`config.mk`:
```
export PLATFORM = sky130hd
export DESIGN_NAME = spi_xfer_ctrl
export DESIGN_NICKNAME = d
export VERILOG_FILES = /design/src/rtl/spi_xfer_ctrl_pkg.sv /design/src/rtl/spi_sclk_gen.sv /design/src/rtl/spi_xfer_ctrl.sv
export SDC_FILE = /design/constraint.sdc
export NUM_CORES = 1
export LEC_CHECK = 0
export ABC_AREA = 1
export BUFFER_PORTS_ARGS = -buffer_cell sky130_fd_sc_hd__buf_2
export CORE_MARGIN = 1
export CORE_UTILIZATION = 35
export CTS_CLUSTER_DIAMETER = 60
export DETAILED_ROUTE_END_ITERATION = 8
export PLACE_DENSITY = 0.65
export SLEW_MARGIN = 10
export SYNTH_ARGS = -nofsm -noshare
export SYNTH_HDL_FRONTEND = slang
export SYNTH_SLANG_ARGS = --single-unit
```
`constraint.sdc`:
```
create_clock -name wb_clk -period 1.7 [get_ports wb_clk]
set_clock_uncertainty 0.2 [all_clocks]
set_input_delay 0.085 -clock wb_clk [delete_from_list [all_inputs] [get_ports wb_clk]]
set_output_delay 0.085 -clock wb_clk [all_outputs]
set_load 0.005 [all_outputs]
```
`src/rtl/spi_xfer_ctrl_pkg.sv`:
```
`default_nettype none
// ============================================================================
// Module      : spi_xfer_ctrl_pkg
// Description : Shared sizing constants and FSM state encoding for the SPI
//               transfer controller and its SCLK generator.
// Revision    : 1.0 - initial release
// ============================================================================
package spi_xfer_ctrl_pkg;

    // Default width of the clock divider register
    localparam int SPI_DIVIDER_LEN = 16;
    // Default number of slave-select lines
    localparam int SPI_SS_NB       = 8;

    typedef enum logic [1:0] {
        SPI_ST_IDLE  = 2'd0,
        SPI_ST_SETUP = 2'd1,
        SPI_ST_SHIFT = 2'd2,
        SPI_ST_HOLD  = 2'd3
    } spi_state_t;

endpackage : spi_xfer_ctrl_pkg
`default_nettype wire

```
`src/rtl/spi_sclk_gen.sv`:
```
`default_nettype none
// ============================================================================
// Module      : spi_sclk_gen
// Description : Half-period down-counter, SCLK toggle flop and edge-strobe
//               decode for the SPI transfer controller.
// Revision    : 1.0 - initial release
//
// Ports
//   wb_clk, wb_reset_n : clock / asynchronous active-low reset
//   div_val            : half-period minus one, loaded into the counter
//   cnt_load           : load div_val (transfer start)
//   cnt_en             : counter decrements towards zero while set
//   shift_en           : SHIFT phase; enables strobes and auto-reload
//   stop               : suppress the next rising edge (transfer ending)
//   cnt_zero           : counter is zero
//   sclk               : SPI clock, idles low
//   cpol_1 / cpol_0    : one-cycle strobes preceding sclk rise / fall
// ============================================================================
module spi_sclk_gen
    import spi_xfer_ctrl_pkg::*;
#(
    parameter int DIV_W = SPI_DIVIDER_LEN
) (
    input  logic             wb_clk,
    input  logic             wb_reset_n,
    input  logic [DIV_W-1:0] div_val,
    input  logic             cnt_load,
    input  logic             cnt_en,
    input  logic             shift_en,
    input  logic             stop,
    output logic             cnt_zero,
    output logic             sclk,
    output logic             cpol_1,
    output logic             cpol_0
);

    logic [DIV_W-1:0] r_cnt;
    logic             r_sclk;

    assign cnt_zero = (r_cnt == '0);
    assign sclk     = r_sclk;

    // A strobe marks the last cycle of a half-period; the toggle lands on
    // the following cycle, so the strobe always precedes the sclk edge.
    assign cpol_1 = shift_en & cnt_zero & ~r_sclk & ~stop;
    assign cpol_0 = shift_en & cnt_zero &  r_sclk;

    always_ff @(posedge wb_clk or negedge wb_reset_n) begin
        if (!wb_reset_n) begin
            r_cnt <= '0;
        end else if (cnt_load || (shift_en && cnt_zero)) begin
            // Every SHIFT half-period boundary reloads, including the final
            // idle-low one that hands over to HOLD.
            r_cnt <= div_val;
        end else if (cnt_en && !cnt_zero) begin
            r_cnt <= r_cnt - DIV_W'(1);
        end
    end

    always_ff @(posedge wb_clk or negedge wb_reset_n) begin
        if (!wb_reset_n) begin
            r_sclk <= 1'b0;
        end else if (cpol_1) begin
            r_sclk <= 1'b1;
        end else if (cpol_0 || !shift_en) begin
            r_sclk <= 1'b0;
        end
    end

endmodule : spi_sclk_gen
`default_nettype wire

```
`src/rtl/spi_xfer_ctrl.sv`:
```
`default_nettype none
// ============================================================================
// Module      : spi_xfer_ctrl
// Description : SPI transfer sequencer. Accepts GO, drives tip to the shift
//               datapath, generates SCLK and edge strobes via spi_sclk_gen,
//               drives slave-select pads and the completion interrupt.
// Revision    : 1.0 - initial release
//
// Ports
//   wb_clk, wb_reset_n : clock / asynchronous active-low reset
//   go_set             : one-cycle GO request
//   divider            : half-period minus one, in wb_clk cycles
//   ss_sel             : slave-select register, active-high per line
//   ass                : automatic slave select enable
//   ie                 : interrupt enable
//   irq_clr            : one-cycle interrupt clear
//   last               : character counter is zero (from spi_shift)
//   tip                : transfer in progress
//   sclk               : SPI clock, idles low
//   cpol_1 / cpol_0    : strobes preceding sclk rise / fall
//   ss_pad_o           : slave-select pads, active-low
//   irq                : completion interrupt, level
// ============================================================================
module spi_xfer_ctrl
    import spi_xfer_ctrl_pkg::*;
#(
    parameter int DIV_W = SPI_DIVIDER_LEN,
    parameter int SS_NB = SPI_SS_NB
) (
    input  logic             wb_clk,
    input  logic             wb_reset_n,
    input  logic             go_set,
    input  logic [DIV_W-1:0] divider,
    input  logic [SS_NB-1:0] ss_sel,
    input  logic             ass,
    input  logic             ie,
    input  logic             irq_clr,
    input  logic             last,
    output logic             tip,
    output logic             sclk,
    output logic             cpol_1,
    output logic             cpol_0,
    output logic [SS_NB-1:0] ss_pad_o,
    output logic             irq
);

    spi_state_t       r_state;
    logic [DIV_W-1:0] r_div_q;
    logic             r_tip;
    logic             r_edge_seen;
    logic             r_irq;
    logic [SS_NB-1:0] r_ss;

    logic             w_go_acc;
    logic             w_cnt_zero;
    logic             w_sclk;
    logic             w_cpol_1;
    logic             w_cpol_0;
    logic             w_stop;
    logic             w_done;
    logic             w_tip_nxt;
    logic [DIV_W-1:0] w_div_sel;

    assign w_go_acc  = go_set && (r_state == SPI_ST_IDLE);
    // last may already read zero at start (len=0 means maximum length),
    // so it only counts once a rising edge has been issued.
    assign w_stop    = last && r_edge_seen;
    assign w_done    = (r_state == SPI_ST_HOLD) && w_cnt_zero;
    assign w_tip_nxt = (r_state == SPI_ST_IDLE) ? go_set : !w_done;
    // The start-of-transfer load takes the live register; reloads use the
    // value captured at GO so mid-transfer writes have no effect.
    assign w_div_sel = w_go_acc ? divider : r_div_q;

    spi_sclk_gen #(
        .DIV_W (DIV_W)
    ) u_sclk_gen (
        .wb_clk     (wb_clk),
        .wb_reset_n (wb_reset_n),
        .div_val    (w_div_sel),
        .cnt_load   (w_go_acc),
        .cnt_en     (r_state != SPI_ST_IDLE),
        .shift_en   (r_state == SPI_ST_SHIFT),
        .stop       (w_stop),
        .cnt_zero   (w_cnt_zero),
        .sclk       (w_sclk),
        .cpol_1     (w_cpol_1),
        .cpol_0     (w_cpol_0)
    );

    always_ff @(posedge wb_clk or negedge wb_reset_n) begin
        if (!wb_reset_n) begin
            r_state     <= SPI_ST_IDLE;
            r_div_q     <= '0;
            r_tip       <= 1'b0;
            r_edge_seen <= 1'b0;
        end else begin
            r_tip <= w_tip_nxt;
            unique case (r_state)
                SPI_ST_IDLE: begin
                    if (go_set) begin
                        r_div_q     <= divider;
                        r_edge_seen <= 1'b0;
                        r_state     <= SPI_ST_SETUP;
                    end
                end
                SPI_ST_SETUP: begin
                    if (w_cnt_zero) begin
                        r_state <= SPI_ST_SHIFT;
                    end
                end
                SPI_ST_SHIFT: begin
                    if (w_cpol_1) begin
                        r_edge_seen <= 1'b1;
                    end
                    // Leave only from an idle-low half-period boundary.
                    if (w_cnt_zero && !w_sclk && w_stop) begin
                        r_state <= SPI_ST_HOLD;
                    end
                end
                SPI_ST_HOLD: begin
                    if (w_cnt_zero) begin
                        r_state <= SPI_ST_IDLE;
                    end
                end
                default: r_state <= SPI_ST_IDLE;
            endcase
        end
    end

    // Set has priority over clear.
    always_ff @(posedge wb_clk or negedge wb_reset_n) begin
        if (!wb_reset_n) begin
            r_irq <= 1'b0;
        end else if (w_done && ie) begin
            r_irq <= 1'b1;
        end else if (irq_clr) begin
            r_irq <= 1'b0;
        end
    end

    // Uses next-cycle tip so the pads switch in the same cycle as tip.
    always_ff @(posedge wb_clk or negedge wb_reset_n) begin
        if (!wb_reset_n) begin
            r_ss <= {SS_NB{1'b1}};
        end else if (ass && !w_tip_nxt) begin
            r_ss <= {SS_NB{1'b1}};
        end else begin
            r_ss <= ~ss_sel;
        end
    end

    assign tip      = r_tip;
    assign sclk     = w_sclk;
    assign cpol_1   = w_cpol_1;
    assign cpol_0   = w_cpol_0;
    assign ss_pad_o = r_ss;
    assign irq      = r_irq;

endmodule : spi_xfer_ctrl
`default_nettype wire
```
==> load_flow_metrics.sql <==
INSERT INTO impl_metrics (metric_group, metric, value, unit) VALUES
('global_routing', 'antenna_found_initial', '0', ''),
('floorplan', 'die-area', '0.00750', 'sq mm'),
('placement', 'gpl.final_weighted_congestion', '0.883', ''),
('worst_setup_path', 'crit_start', 'u_sclk_gen.r_cnt[11]', ''),
('hold_path', 'min_from', 'last', ''),
('outcome', 'outcome', 'finished, violations left', ''),
('route', 'first_iter_violations', '100', ''),
('outcome', 'failed_checks', 'negative setup slack', ''),
('power', 'vdd_ir_drop_max', '1010', 'uV'),
('clock_network', 'cts-buffers-inserted', '5', ''),
('worst_setup_path', 'cp-end-kind', 'flop', ''),
('placement', 'port-buffer-count', '43', ''),
('worst_setup_path', 'crit-reg2reg-launch', 'u_sclk_gen.r_cnt[11]', ''),
('worst_setup_path', 'timing.reg2reg.setup_slack', '-0.13', 'ns'),
('power', 'post-layout-total-power', '0.00683', 'W'),
('final_layout', 'post_route_cells_drive_above_1_share', '45.1', '%'),
('worst_setup_path', 'critical_path.slowest_cell', 'sky130_fd_sc_hd__dfrtp_1', ''),
('global_routing', 'pin_count_of_the_biggest_net_entering_global_routing', '47', ''),
('worst_setup_path', 'timing.critical_path.cells', 'nor2_4 > buf_6 > nand2_4 > nor2_4 > nand2_2 > nand2_4 > buf_12 > nor2_2 > a21oi_2 > nand2_1', ''),
('global_routing', 'grt_pass1_vias', '2555', ''),
('floorplan', 'fp.dieH', '86.6', 'um'),
('clock_network', 'ctsRootBufferMaster', 'sky130_fd_sc_hd__clkbuf_8', ''),
('sta', 'final_hold_vio_count', '0', ''),
('global_routing', 'wire_length_of_the_first_global_routing_pass', '10.9', 'mm'),
('synthesis', 'syn-mean-instance-area', '8.29', 'sq um'),
('route', 'wirelength_met1', '2.87', 'mm'),
('sta', 'timing_worst_slew_pin_value', '0.292', 'ns'),
('route', 'post_drt_via_cell_ratio', '4.59', ''),
('final_layout', 'insertedDiodeCount', '0', ''),
('route', 'drc_markers', '0', ''),
('synthesis', 'syn-cell-area', '0.00250', 'sq mm'),
('run', 'maxCapViolCount', '0', ''),
('floorplan', 'top_level_ports', '44', ''),
('sta', 'slew_violations', '0', ''),
('sta', 'final_min_period_over_clock_period', '107', '%'),
('floorplan', 'die_w', '86.6', 'um'),
('synthesis', 'ys_dominant_reg_cell', 'sky130_fd_sc_hd__dfrtp_1', ''),
('clock_network', 'ctsHtreeMaxLevel', '2', ''),
('route', 'wl_met2', '3.54', 'mm'),
('sta', 'worst_relative_slew_slack', '80.3', '%'),
('worst_setup_path', 'setup.worst_path.class', 'reg2reg', ''),
('route', 'highest-signal-layer', 'met4', ''),
('clock_network', 'clkLatencyLatePin', '0.30', 'ns'),
('synthesis', 'ys_ff_latch', '46', ''),
('global_routing', 'globalRouteTotalUtil', '18.9', '%'),
('power', 'power.density_cell_area', '1700', 'mW/mm^2'),
('clock_network', 'cts_max_path_buffers', '2', ''),
('floorplan', 'std_cell_rows', '30', ''),
('clock_network', 'tritoncts', 'built', ''),
('final_layout', 'fillCellCount', '604', ''),
('sta', 'final-setup-viol-count', '26', ''),
('worst_setup_path', 'cpPeakStageDelay', '0.41', 'ns'),
('clock_network', 'cts_num_sinks', '46', ''),
('synthesis', 'synth.yosys.seq_area_share', '46.4', '%'),
('hold_path', 'hold_path.class', 'in2reg', ''),
('synthesis', 'syn-num-nets', '339', ''),
('final_layout', 'layout.nets', '479', ''),
('synthesis', 'yosysWarningCount', '0', ''),
('worst_setup_path', 'worst_setup_path_start_kind', 'flop', ''),
('worst_setup_path', 'worst-path-max-fanout', '5', ''),
('floorplan', 'effective_utilization_at_floorplan', '36.4', '%'),
('power', 'power.leakage', '1.98', 'nW'),
('route', 'routed-wl-met3', '250', 'um'),
('worst_setup_path', 'worst-endpoint-arrival', '1.82', 'ns'),
('synthesis', 'async_reset_ff_share', '100', '%'),
('route', 'drt_wl_total', '6.76', 'mm'),
('sta', 'final.setup.worst_slack', '-0.127', 'ns'),
('final_layout', 'post-route-util', '58.6', '%'),
('route', 'average_routed_wire_per_standard_cell', '12.5', 'um'),
('placement', 'hpwl_after_detailed_placement', '4.46', 'mm'),
('sta', 'grt_setup_unrepaired', 'yes', '');
-- power breakdown --
part | switching, W | internal (W)
logic | 0.00214 | 0.00202
clock network | 0.000359 | 0.000440
registers | 0.000274 | 0.00160
total | 0.00277 | 0.00406
-- synthesized netlist by cell type, types with 5 or more instances --
| cell | count | area share (%) |
|---|---|---|
| sky130_fd_sc_hd__nor2_2 | 6 | 1.5 |
| sky130_fd_sc_hd__nand4_1 | 14 | 3.5 |
| sky130_fd_sc_hd__nor2_1 | 34 | 5.1 |
| sky130_fd_sc_hd__nand2_1 | 98 | 15 |
| sky130_fd_sc_hd__inv_1 | 28 | 4.2 |
| sky130_fd_sc_hd__nand3_1 | 22 | 4.4 |
| sky130_fd_sc_hd__dfrtp_1 | 38 | 38 |
| sky130_fd_sc_hd__ha_1 | 6 | 3.0 |
| sky130_fd_sc_hd__mux2_2 | 13 | 5.8 |
| sky130_fd_sc_hd__dfstp_2 | 8 | 8.4 |
| sky130_fd_sc_hd__nand2_2 | 5 | 1.2 |
-- metrics by stage --
step                      cell area [sq um]  std cells  hold slack [ns]  setup WS (ns)  TNS [ns]
after global placement                 3190        482           -0.114        -0.0226    -0.149
after detailed placement               3190        482           -0.111        -0.0712     -1.17
after global routing                   4030        539           0.0949         -0.225     -4.13
after floorplan                        2510        302           -0.411       -0.00770   -0.0154
after CTS                              3780        529           0.0332         -0.150     -2.52
final                                  4030        539           0.0446         -0.127     -1.32
-- per-layer routing --
layer	track usage, %	vias up
li1	-	1239
met1	22.1	1166
met2	33.9	59
met3	4.67	11
met4	6.06	0
met5	0	-
-- final timing paths --
path	to	cells after the start
hold reg to reg	r_edge_seen	2
setup / recovery	u_sclk_gen.r_cnt[4]	10
min in group asynchronous	r_edge_seen	3
max in group asynchronous	ss_pad_o[1]	3
hold / removal	u_sclk_gen.sclk	6
setup reg to reg	u_sclk_gen.r_cnt[4]	10
-- logic make-up (layout without fill, tap and decap cells) --
logic type	Yosys count	after routing	share of synthesized area [%]
AO/OA/AOI/OAI	9	9	2.15
buffers and inverters	35	176	6.60
adder cells (fa/ha/maj)	6	6	3.00
multiplexers	13	13	5.85
AND/OR/NAND/NOR	189	189	34.6
XOR/XNOR	4	4	1.40
flip-flops	46	46	46.4
-- critical path, delay by kind of cell, from the launching register on --
family | cells | cell delay, ns
simple gates | 7 | 0.74
flops | 1 | 0.41
buf+inv | 2 | 0.25
compound gates | 1 | 0.12
-- layout by cell type (no fill, tap or decap), types with 11 or more instances in the layout --
cell type                       count
sky130_fd_sc_hd__nand2_1           82
sky130_fd_sc_hd__buf_4             48
sky130_fd_sc_hd__buf_2             43
sky130_fd_sc_hd__dfrtp_1           38
sky130_fd_sc_hd__dlygate4sd3_1     29
sky130_fd_sc_hd__nor2_1            24
sky130_fd_sc_hd__inv_1             23
sky130_fd_sc_hd__nand2_2           17
sky130_fd_sc_hd__nand3_1           17
sky130_fd_sc_hd__nand4_1           14
sky130_fd_sc_hd__buf_6             13
sky130_fd_sc_hd__mux2_2            12
sky130_fd_sc_hd__nor2_4            11
-- repair_timing --
action                                  in CTS  in global routing
gates resized for setup                     27                 47
endpoints found under the hold margin       85                  0
endpoints found under the setup margin      29                 36
hold buffers                                29                  0
buffers inserted                            10                 12
pin swaps                                    7                 21
-- flip-flops by register name, indices dropped and copies added (netlist names) --
signal / flops
u_sclk_gen.r_cnt: 16
irq: 1
ss_pad_o: 8
r_state: 2
r_edge_seen: 1
u_sclk_gen.sclk: 1
tip: 1
r_div_q: 16
-- cell type report --
cell class                      count  area, sq um  area share [%]
Multi-Input combinational cell    221         1410            35.1
Clock inverter                      1         30.0           0.746
Clock buffer                        7         76.3            1.90
Inverter                           30          119            2.95
Tap cell                           96          120            2.98
Timing Repair Buffer              138         1110            27.5
Sequential cell                    46         1160            28.8
Power figures use the tool's default switching activity.
